--- config.mk ---
export PLATFORM = sky130hd
export DESIGN_NAME = bin_to_rns_conv64_18_flat
export DESIGN_NICKNAME = d
export VERILOG_FILES = /design/src/rtl/bin_to_rns_conv64_18_if.sv /design/src/rtl/bin_to_rns_conv64_18.sv /design/src/flat_wrapper.sv
export SDC_FILE = /design/constraint.sdc
export NUM_CORES = 1
export LEC_CHECK = 0
export ABC_AREA = 0
export BUFFER_PORTS_ARGS = -buffer_cell sky130_fd_sc_hd__clkbuf_2
export CAP_MARGIN = 10
export CORE_ASPECT_RATIO = 0.7
export CORE_MARGIN = 2
export CORE_UTILIZATION = 30
export CTS_CLUSTER_SIZE = 16
export DETAILED_ROUTE_END_ITERATION = 8
export SYNTH_ARGS = -nofsm -noshare
export SYNTH_HDL_FRONTEND = slang
export SYNTH_SLANG_ARGS = --single-unit
--- constraint.sdc ---
create_clock -name clk -period 4.8 [get_ports clk]
set_input_delay 0.48 -clock clk [delete_from_list [all_inputs] [get_ports clk]]
set_output_delay 0.48 -clock clk [all_outputs]
set_load 0.01 [all_outputs]
--- src/rtl/bin_to_rns_conv64_18_if.sv ---
// Operand/result bundle for the 64-bit binary to six-digit RNS forward converter.
// The master drives the operand and consumes the residues. The slave is the converter.
interface bin_to_rns_conv64_18_if;
  logic [63:0] bin_in;
  logic        in_valid;
  logic        in_ready;
  logic [17:0] RNS_D1_out;
  logic [17:0] RNS_D2_out;
  logic [17:0] RNS_D3_out;
  logic [17:0] RNS_D4_out;
  logic [17:0] RNS_D5_out;
  logic [17:0] RNS_D6_out;
  logic        out_valid;
  logic        out_ready;

  modport master (
    output bin_in, in_valid, out_ready,
    input  in_ready, out_valid,
    input  RNS_D1_out, RNS_D2_out, RNS_D3_out, RNS_D4_out, RNS_D5_out, RNS_D6_out
  );

  modport slave (
    input  bin_in, in_valid, out_ready,
    output in_ready, out_valid,
    output RNS_D1_out, RNS_D2_out, RNS_D3_out, RNS_D4_out, RNS_D5_out, RNS_D6_out
  );
endinterface

--- src/rtl/bin_to_rns_conv64_18.sv ---
// Forward converter: signed 64-bit two's-complement word -> six 18-bit RNS residues.
// The magnitude is folded into each residue with a radix-4 Horner recurrence,
// two bits per cycle and MSB first (32 cycles). A final step negates the
// non-zero residues of negative operands. Each step is a constant three-way
// compare/subtract, so no multipliers or tables are needed.
module bin_to_rns_conv64_18 #(
  parameter int MOD1 = 131072,
  parameter int MOD2 = 78125,
  parameter int MOD3 = 177147,
  parameter int MOD4 = 117649,
  parameter int MOD5 = 161051,
  parameter int MOD6 = 28561
) (
  input  logic                         clk,
  input  logic                         reset_n,
  bin_to_rns_conv64_18_if.slave        bus
);

  localparam int NUM_DIGITS = 6;

  // Lets the per-digit generate loop pick its modulus by index.
  function automatic int mod_sel(input int idx);
    case (idx)
      0:       return MOD1;
      1:       return MOD2;
      2:       return MOD3;
      3:       return MOD4;
      4:       return MOD5;
      default: return MOD6;
    endcase
  endfunction

  typedef enum logic [1:0] {
    IDLE = 2'd0,
    ITER = 2'd1,
    FIX  = 2'd2,
    DONE = 2'd3
  } state_t;

  state_t      state_reg;
  state_t      state_next;
  logic [63:0] mag_reg;
  logic        sign_reg;
  logic [4:0]  cnt_reg;
  logic        in_ready_reg;
  logic        out_valid_reg;

  logic        accept;
  logic [63:0] mag_abs;
  logic [1:0]  horner_bits;
  logic [17:0] res_q [NUM_DIGITS];

  // An operand is only taken in IDLE. in_valid is ignored everywhere else.
  assign accept = (state_reg == IDLE) && bus.in_valid;

  // Two's-complement magnitude. -2^63 maps to 2^63, which fits in 64 unsigned bits.
  assign mag_abs = bus.bin_in[63] ? (~bus.bin_in + 64'd1) : bus.bin_in;

  // The next radix-4 digit of the magnitude, MSB first.
  assign horner_bits = mag_reg[63:62];

  // State register.
  always_ff @(posedge clk or negedge reset_n) begin
    if (!reset_n) begin
      state_reg <= IDLE;
    end else begin
      state_reg <= state_next;
    end
  end

  // Next-state logic. The counter ends ITER after its 32nd cycle.
  always_comb begin
    state_next = state_reg;
    case (state_reg)
      IDLE: begin
        if (bus.in_valid) begin
          state_next = ITER;
        end
      end
      ITER: begin
        if (cnt_reg == 5'd0) begin
          state_next = FIX;
        end
      end
      FIX: begin
        state_next = DONE;
      end
      DONE: begin
        if (bus.out_ready) begin
          state_next = IDLE;
        end
      end
      default: begin
        state_next = IDLE;
      end
    endcase
  end

  // Registered handshake flags that follow the state the FSM is entering.
  always_ff @(posedge clk or negedge reset_n) begin
    if (!reset_n) begin
      in_ready_reg  <= 1'b1;
      out_valid_reg <= 1'b0;
    end else begin
      in_ready_reg  <= (state_next == IDLE);
      out_valid_reg <= (state_next == DONE);
    end
  end

  // Operand capture, then a two-bit shift of the magnitude and a counter step per ITER cycle.
  always_ff @(posedge clk or negedge reset_n) begin
    if (!reset_n) begin
      mag_reg  <= '0;
      sign_reg <= 1'b0;
      cnt_reg  <= '0;
    end else if (accept) begin
      mag_reg  <= mag_abs;
      sign_reg <= bus.bin_in[63];
      cnt_reg  <= 5'd31;
    end else if (state_reg == ITER) begin
      mag_reg  <= {mag_reg[61:0], 2'b00};
      cnt_reg  <= cnt_reg - 5'd1;
    end
  end

  // Digit datapath. Each digit runs its own Horner recurrence and sign fix.
  for (genvar gi = 0; gi < NUM_DIGITS; gi++) begin : g_digit
    localparam logic [19:0] MOD_X1 = 20'(mod_sel(gi));
    localparam logic [19:0] MOD_X2 = 20'(2 * mod_sel(gi));
    localparam logic [19:0] MOD_X3 = 20'(3 * mod_sel(gi));

    logic [17:0] r_reg;
    logic [19:0] t_sum;
    logic [17:0] r_step;
    logic [17:0] r_neg;

    // t < 4*MOD because r < MOD, so one of four constant offsets brings it back below MOD.
    assign t_sum = {r_reg, 2'b00} + {18'd0, horner_bits};

    // Largest multiple of the modulus that does not exceed t. The three compares run in parallel.
    always_comb begin
      r_step = 18'(t_sum);
      if (t_sum >= MOD_X3) begin
        r_step = 18'(t_sum - MOD_X3);
      end else if (t_sum >= MOD_X2) begin
        r_step = 18'(t_sum - MOD_X2);
      end else if (t_sum >= MOD_X1) begin
        r_step = 18'(t_sum - MOD_X1);
      end
    end

    // The residue of -|x| is MOD - (|x| mod MOD). A zero residue stays zero.
    assign r_neg = MOD_X1[17:0] - r_reg;

    // Residue register. It clears on accept, steps in ITER, may negate in FIX, and holds otherwise.
    always_ff @(posedge clk or negedge reset_n) begin
      if (!reset_n) begin
        r_reg <= '0;
      end else if (accept) begin
        r_reg <= '0;
      end else if (state_reg == ITER) begin
        r_reg <= r_step;
      end else if ((state_reg == FIX) && sign_reg && (r_reg != '0)) begin
        r_reg <= r_neg;
      end
    end

    assign res_q[gi] = r_reg;
  end

  assign bus.in_ready   = in_ready_reg;
  assign bus.out_valid  = out_valid_reg;
  assign bus.RNS_D1_out = res_q[0];
  assign bus.RNS_D2_out = res_q[1];
  assign bus.RNS_D3_out = res_q[2];
  assign bus.RNS_D4_out = res_q[3];
  assign bus.RNS_D5_out = res_q[4];
  assign bus.RNS_D6_out = res_q[5];

endmodule

--- src/flat_wrapper.sv ---
// flat-port wrapper written by rule: the top's interface ports become plain ports
module bin_to_rns_conv64_18_flat 
#(
  parameter int MOD1 = 131072,
  parameter int MOD2 = 78125,
  parameter int MOD3 = 177147,
  parameter int MOD4 = 117649,
  parameter int MOD5 = 161051,
  parameter int MOD6 = 28561
)
  (clk, reset_n, bus_bin_in, bus_in_valid, bus_out_ready, bus_in_ready, bus_out_valid, bus_RNS_D1_out, bus_RNS_D2_out, bus_RNS_D3_out, bus_RNS_D4_out, bus_RNS_D5_out, bus_RNS_D6_out);
  bin_to_rns_conv64_18_if bus_i ();
  input  logic clk;
  input  logic reset_n;
  input wire logic [$bits(bus_i.bin_in)-1:0] bus_bin_in;
  input wire logic [$bits(bus_i.in_valid)-1:0] bus_in_valid;
  input wire logic [$bits(bus_i.out_ready)-1:0] bus_out_ready;
  output wire logic [$bits(bus_i.in_ready)-1:0] bus_in_ready;
  output wire logic [$bits(bus_i.out_valid)-1:0] bus_out_valid;
  output wire logic [$bits(bus_i.RNS_D1_out)-1:0] bus_RNS_D1_out;
  output wire logic [$bits(bus_i.RNS_D2_out)-1:0] bus_RNS_D2_out;
  output wire logic [$bits(bus_i.RNS_D3_out)-1:0] bus_RNS_D3_out;
  output wire logic [$bits(bus_i.RNS_D4_out)-1:0] bus_RNS_D4_out;
  output wire logic [$bits(bus_i.RNS_D5_out)-1:0] bus_RNS_D5_out;
  output wire logic [$bits(bus_i.RNS_D6_out)-1:0] bus_RNS_D6_out;
  assign bus_i.bin_in = bus_bin_in;
  assign bus_i.in_valid = bus_in_valid;
  assign bus_i.out_ready = bus_out_ready;
  assign bus_in_ready = bus_i.in_ready;
  assign bus_out_valid = bus_i.out_valid;
  assign bus_RNS_D1_out = bus_i.RNS_D1_out;
  assign bus_RNS_D2_out = bus_i.RNS_D2_out;
  assign bus_RNS_D3_out = bus_i.RNS_D3_out;
  assign bus_RNS_D4_out = bus_i.RNS_D4_out;
  assign bus_RNS_D5_out = bus_i.RNS_D5_out;
  assign bus_RNS_D6_out = bus_i.RNS_D6_out;
  bin_to_rns_conv64_18 #(.MOD1(MOD1), .MOD2(MOD2), .MOD3(MOD3), .MOD4(MOD4), .MOD5(MOD5), .MOD6(MOD6)) u_core (.clk(clk), .reset_n(reset_n), .bus(bus_i));
endmodule
==> out/results.ini, run 1 <==
[synth]
yosys.area_share.simple_pct = 22.4
synth-main-ff-cell = dfrtp_1
synth_top_family_by_area = compound AO/OA/AOI/OAI gates
syn-num-nets = 2481
ys_types = 91
synth_top_cell_area_share_pct = 25.3
synth_compound_area_share_pct = 34.1
yosysWarnings = 0
syn-cell-area_um2 = 17900
synthMuxAreaShare_pct = 2.16
yosysTopAreaCell = dfrtp_1
ys_seq_elements = 182
synthAdderAreaFrac_pct = 2.93
ys_top_cells_by_area = dfrtp_1, o21ai_0, clkbuf_1, nand2_1, a21oi_1
async_flop_share_pct = 100
ys_seq_area_share_pct = 25.4
synth_edf_count = 0
synth.avg_cell_area_um2 = 7.56
synthXorXnorAreaFrac_pct = 6.35
synthCells = 2371

[timing]
period_share_pct = 79.6
hold_viol_final = 0
fin_skew_ns = 0.0182
finalSetupViolations = 0
fmax_ghz = 0.262
slew_headroom_pct = 18.5
hold_slack_ns = 0.0631
fin_setup_tns_ns = 0
tightest_slew_ns = 1.22
fin_crit_ns = 3.82
drv_slew = 0
rsz0062_at_grt = false

[cells_and_area]
fin_nets = 2495
largest_reg_flops = 64
drive_above_1_share_pct = 13.4
n_fill_cell = 6269
stdcell_area_um2 = 20000
synthToLayoutAreaGrowth_pct = 11.4
antenna_cells = 0
fin_util_pct = 34.0

[route]
vias = 19800
drtIter0Drc = 2399
routed_via_density = 6.21
routed_wl_um = 72500
dr.pass1.iters = 7
routedWlPerCell_um = 22.7
drc_errors = 0
final_antenna_net_count = 0

[placement]
gp_congestion = 0.939
placed_area_um2 = 19300
dp_hpwl_um = 50700
port_buffers = 177

[setup_path]
arrival_ns = 4.20
critPathRequiredTime_ns = 5.18
r2r_setup_slack_ns = 0.98
worstPathMaxFanout = 28
cp-startpoint = u_core.mag_reg[63]$_DFFE_PN0P_
ff2ff_path_depth = 10
timing.rr.start = u_core.mag_reg[63]$_DFFE_PN0P_
cp-endpoint = u_core.bus.RNS_D2_out[13]$_DFFE_PN0P_
cp-end-kind = register
crit_type = register to register
worstReg2RegEnd = u_core.bus.RNS_D2_out[13]$_DFFE_PN0P_
worstSetupStartpointType = register

[floorplanning]
dieArea_um2 = 61800
ios = 178
fp.coreArea_um2 = 58700
fp-row-count = 74
die-width_um = 296
start_util_pct = 30.5
die_y_um = 209

[clocking]
cts_root_buf = clkbuf_16
clk-insertion-delay-late_ns = 0.48
cts-buffers-inserted = 17
cts_htree_levels = 4
clk_path_buf_depth = 2
ctsResizeCount = 0
clock-sinks = 182
clk_pin_slew_worst_paths_ns = 0.08
postCtsSetupBuffers = 0
postCtsHoldBufs = 0
cts_tree = yes

[grt]
grtUsageTotal_pct = 22.7
grt_pass1_vias = 18400
grt_pass1_wl_um = 112000
grt_max_degree = 114
antenna_found_initial = 0
grt_remaining_overflow = 0

[power_and_ir_drop]
power_density_nw_per_um2 = 779
vdd_drop_max_mv = 0.294
power.leakage_nw = 7.82

[status]
outcome = finished clean

[hold_path]
worstHoldPathType = primary input to asynchronous set/reset pin

[run]
maxCapViolCount = 0

-- per-layer routing --
layer / track usage (%) / share of wire, % / up-vias
li1: - / - / 9048
met1: 34.1 / 47 / 9789
met2: 32.6 / 43 / 918
met3: 4.88 / 8.5 / 91
met4: 5.71 / 1.9 / 0
met5: 0 / 0 / -
-- area by class of cell --
class / count / area [um^2] / area share (%)
Multi-Input combinational cell: 1891 / 12200 / 61.2
Sequential cell: 182 / 4560 / 22.8
Timing Repair Buffer: 233 / 1350 / 6.77
Tap cell: 798 / 998 / 5.00
Clock buffer: 18 / 439 / 2.20
Inverter: 60 / 225 / 1.13
Clock inverter: 14 / 175 / 0.877
-- metrics by stage --
stage | power [mW] | setup slack [ns] | cells
3_5_place_dp | 13.7 | 1.07 | 3164
6_report | 15.6 | 0.980 | 3196
2_1_floorplan | 10.6 | 1.13 | 2371
5_1_grt | 16.7 | 0.811 | 3196
4_1_cts | 15.3 | 1.07 | 3196
3_3_place_gp | 13.6 | 1.15 | 3164
-- critical path: stages (launching register included) --
cell and delay, ns:
dfrtp_1 0.35, buf_4 0.41, ha_1 0.48, buf_4 0.30, a211oi_1 0.12, a31oi_1 0.43
a31o_2 0.64, mux2_2 0.41, a211o_1 0.27, xor2_1 0.14, o22ai_1 0.16
-- logic make-up (layout without fill, tap and decap cells) --
kind of cell | after synthesis | after routing
AO/OA/AOI/OAI | 894 | 894
AND/OR/NAND/NOR | 787 | 787
buffers and inverters | 298 | 325
flip-flops | 182 | 182
XOR/XNOR | 130 | 130
adder cells (fa/ha/maj) | 42 | 42
multiplexers | 38 | 38
-- synthesized netlist by cell type, types with 56 or more instances --
cell type,number
o21ai_0,212
inv_1,58
nor3_1,69
xor2_1,74
dfrtp_1,181
nor2_1,161
a21oi_1,136
nand3_1,83
nand2_1,191
a22oi_1,65
xnor2_1,56
clkbuf_1,198
-- placed cells by master (no fill, tap or decap), types with 53 or more instances in the layout --
cell,n
o21ai_0,211
nand2_1,190
dfrtp_1,181
clkbuf_2,176
nor2_1,159
a21oi_1,136
nand3_1,83
xor2_1,74
nor3_1,69
a22oi_1,65
inv_1,58
xnor2_1,56
buf_4,53
-- power breakdown --
part | switching (mW) | total [mW] | internal [mW]
Clock | 0.815 | 1.54 | 0.724
Sequential | 1.90 | 4.18 | 2.29
Combinational | 5.96 | 9.84 | 3.88
Total | 8.67 | 15.6 | 6.89
-- how the worst min path moves through the flow --
| stage | cells after the start | to | slack (ns) | from |
|---|---|---|---|---|
| 2_1_floorplan | 0 | u_core.bus.RNS_D1_out[0]$_DFFE_PN0P_ | 0.18 | reset_n |
| 3_5_place_dp | 2 | u_core.sign_reg$_DFFE_PN0P_ | 0.49 | u_core.sign_reg$_DFFE_PN0P_ |
| 5_1_grt | 1 | u_core.bus.RNS_D5_out[9]$_DFFE_PN0P_ | 0.1 | reset_n |
| 6_report | 1 | u_core.bus.RNS_D5_out[9]$_DFFE_PN0P_ | 0.06 | reset_n |
| 4_1_cts | 1 | u_core.bus.RNS_D5_out[9]$_DFFE_PN0P_ | 0.08 | reset_n |
| 3_3_place_gp | 2 | u_core.mag_reg[0]$_DFFE_PN0P_ | 0.47 | u_core.mag_reg[0]$_DFFE_PN0P_ |
Power figures use the tool's default switching activity.
==> run 2: changes to the inputs <==
- clock period: 4.8 -> 3.4 ns (I/O delays scaled with it)
==> out/results.ini, run 2 (same netlist as run 1, synthesis figures left out) <==
[setup_path]
crit_type = register to register
crit_family = compound AO/OA/AOI/OAI gates
cp_slowest_stage_delay_ns = 0.71
ff2ff_path_depth = 9
worstSetupStartpointType = register
crit_buf_inv = 1
cp-end-kind = register
timing.critical_path.cells = ha_1, o21ai_0, nor3_1, o21ai_0, buf_4, o41ai_1, o21ai_0, xor2_1, o221ai_1
arrival_ns = 3.55
worstPathMaxFanout = 12
timing.rr.start = u_core.mag_reg[63]$_DFFE_PN0P_
r2r_setup_slack_ns = 0.17
critPathRequiredTime_ns = 3.73
cp_common_cell = o21ai_0
crit_slowest_cell = o41ai_1
worstReg2RegEnd = u_core.bus.RNS_D3_out[9]$_DFFE_PN0P_

[route]
dr.pass1.iters = 5
routedWlPerCell_um = 22.5
drc_errors = 0
routed_wl_um = 75000
drtIter0Drc = 2606
final_antenna_net_count = 0
vias = 20500
routed_via_density = 6.16

[cells_and_area]
fin_nets = 2626
final_cell_mix = o21ai_0, nand2_1, buf_4, dfrtp_1, clkbuf_2
synthToLayoutAreaGrowth_pct = 17.1
n_fill_cell = 6228
stdcell_area_um2 = 21000
drive_above_1_share_pct = 18.0
largest_reg_flops = 64
antenna_cells = 0
finalNonFillerCells = 3327
final_common_cell = o21ai_0

[floorplanning]
ios = 178
dieArea_um2 = 61800
fp.coreArea_um2 = 58700
start_util_pct = 30.5
fp-row-count = 74
die_y_um = 209
die-width_um = 296

[timing]
slew_headroom_pct = 28.3
fin_crit_ns = 3.23
fmax_ghz = 0.310
worst_slack_ns = 0.175
rsz0062_at_grt = false
hold_viol_final = 0
tightest_slew_ns = 1.07
drv_slew = 0
fin_setup_tns_ns = 0
period_share_pct = 94.9
fin_skew_ns = 0.0169
finalSetupViolations = 0

[placement]
placed_cells = 3294
placed_area_um2 = 20300
port_buffers = 177
pre_cts_ws_ns = 0.163
dp_hpwl_um = 55200
gp_congestion = 0.995

[power_and_ir_drop]
power.leakage_nw = 8.47
finalPower_mw = 23.3
vdd_drop_max_mv = 0.482
power_density_nw_per_um2 = 1110

[grt]
grt_max_degree = 77
antenna_found_initial = 0
grt_remaining_overflow = 0
grt_pass1_vias = 19200
grtUsageTotal_pct = 23.7
grt_pass1_wl_um = 116000

[clocking]
clk_pin_slew_worst_paths_ns = 0.08
clk_path_buf_depth = 2
postCtsSetupBuffers = 0
cts_htree_levels = 4
clock-sinks = 182
cts_root_buf = clkbuf_16
cts_tree = yes
clk-insertion-delay-late_ns = 0.48
cts-buffers-inserted = 17

[hold_path]
whs_path_depth = 3
hp-start = bus_bin_in[0]
worstHoldPathType = primary input to register
min_to = u_core.mag_reg[0]$_DFFE_PN0P_

[status]
outcome = finished clean

[run]
maxCapViolCount = 0

run 2: per-stage QoR:
stage | hold WS [ns] | util, %
after floorplan | 0.0444 | -
after global placement | 0.418 | 34.6
after detailed placement | 0.425 | 34.6
after CTS | 0.157 | 35.7
after global routing | 0.191 | 35.7
final | 0.184 | 35.7
run 2: final cells by class:
type                    count  area (um^2)  share of cell area (%)
well taps                 798          998                    4.76
multi-input cells        1891        12200                    58.3
clock inverters            14          208                   0.990
inverters                  60          226                    1.08
repair buffers            364         2330                    11.1
flip-flops and latches    182         4560                    21.7
clock buffers              18          429                    2.05
run 2: worst max path at each step:
stage                                    from                                     to  depth (start not counted)
2_1_floorplan  u_core.mag_reg[62]$_DFFE_PN0P_  u_core.bus.RNS_D4_out[13]$_DFFE_PN0P_                         12
3_3_place_gp                   bus_bin_in[22]         u_core.mag_reg[63]$_DFFE_PN0P_                          8
3_5_place_dp   u_core.mag_reg[63]$_DFFE_PN0P_  u_core.bus.RNS_D4_out[13]$_DFFE_PN0P_                          9
4_1_cts        u_core.mag_reg[63]$_DFFE_PN0P_  u_core.bus.RNS_D4_out[13]$_DFFE_PN0P_                          9
5_1_grt        u_core.mag_reg[63]$_DFFE_PN0P_  u_core.bus.RNS_D4_out[17]$_DFFE_PN0P_                         10
6_report       u_core.mag_reg[63]$_DFFE_PN0P_   u_core.bus.RNS_D3_out[9]$_DFFE_PN0P_                          9
run 2: repair_timing:
action	CTS	global route
hold buffers	1	0
gates resized for setup	0	5
setup endpoints to repair	0	18
endpoints found under the hold margin	65	0
run 2: tightest hold or removal path, stage by stage:
cell and delay (ns):
clkbuf_2 0.11, inv_1 0.08, o21ai_0 0.08
run 2: where the power goes:
part / internal, mW / total (mW) / switching (mW)
Sequential: 3.25 / 4.97 / 1.72
Combinational: 6.31 / 16.1 / 9.78
Clock: 1.14 / 2.26 / 1.12
Total: 10.7 / 23.3 / 12.6
run 2: layer usage:
layer / track usage [%] / wire length (um) / vias up
li1: - / - / 9317
met1: 35.8 / 35000 / 10100
met2: 33.6 / 31700 / 1013
met3: 4.92 / 6910 / 92
met4: 5.92 / 1450 / 0
met5: 0 / 0 / -
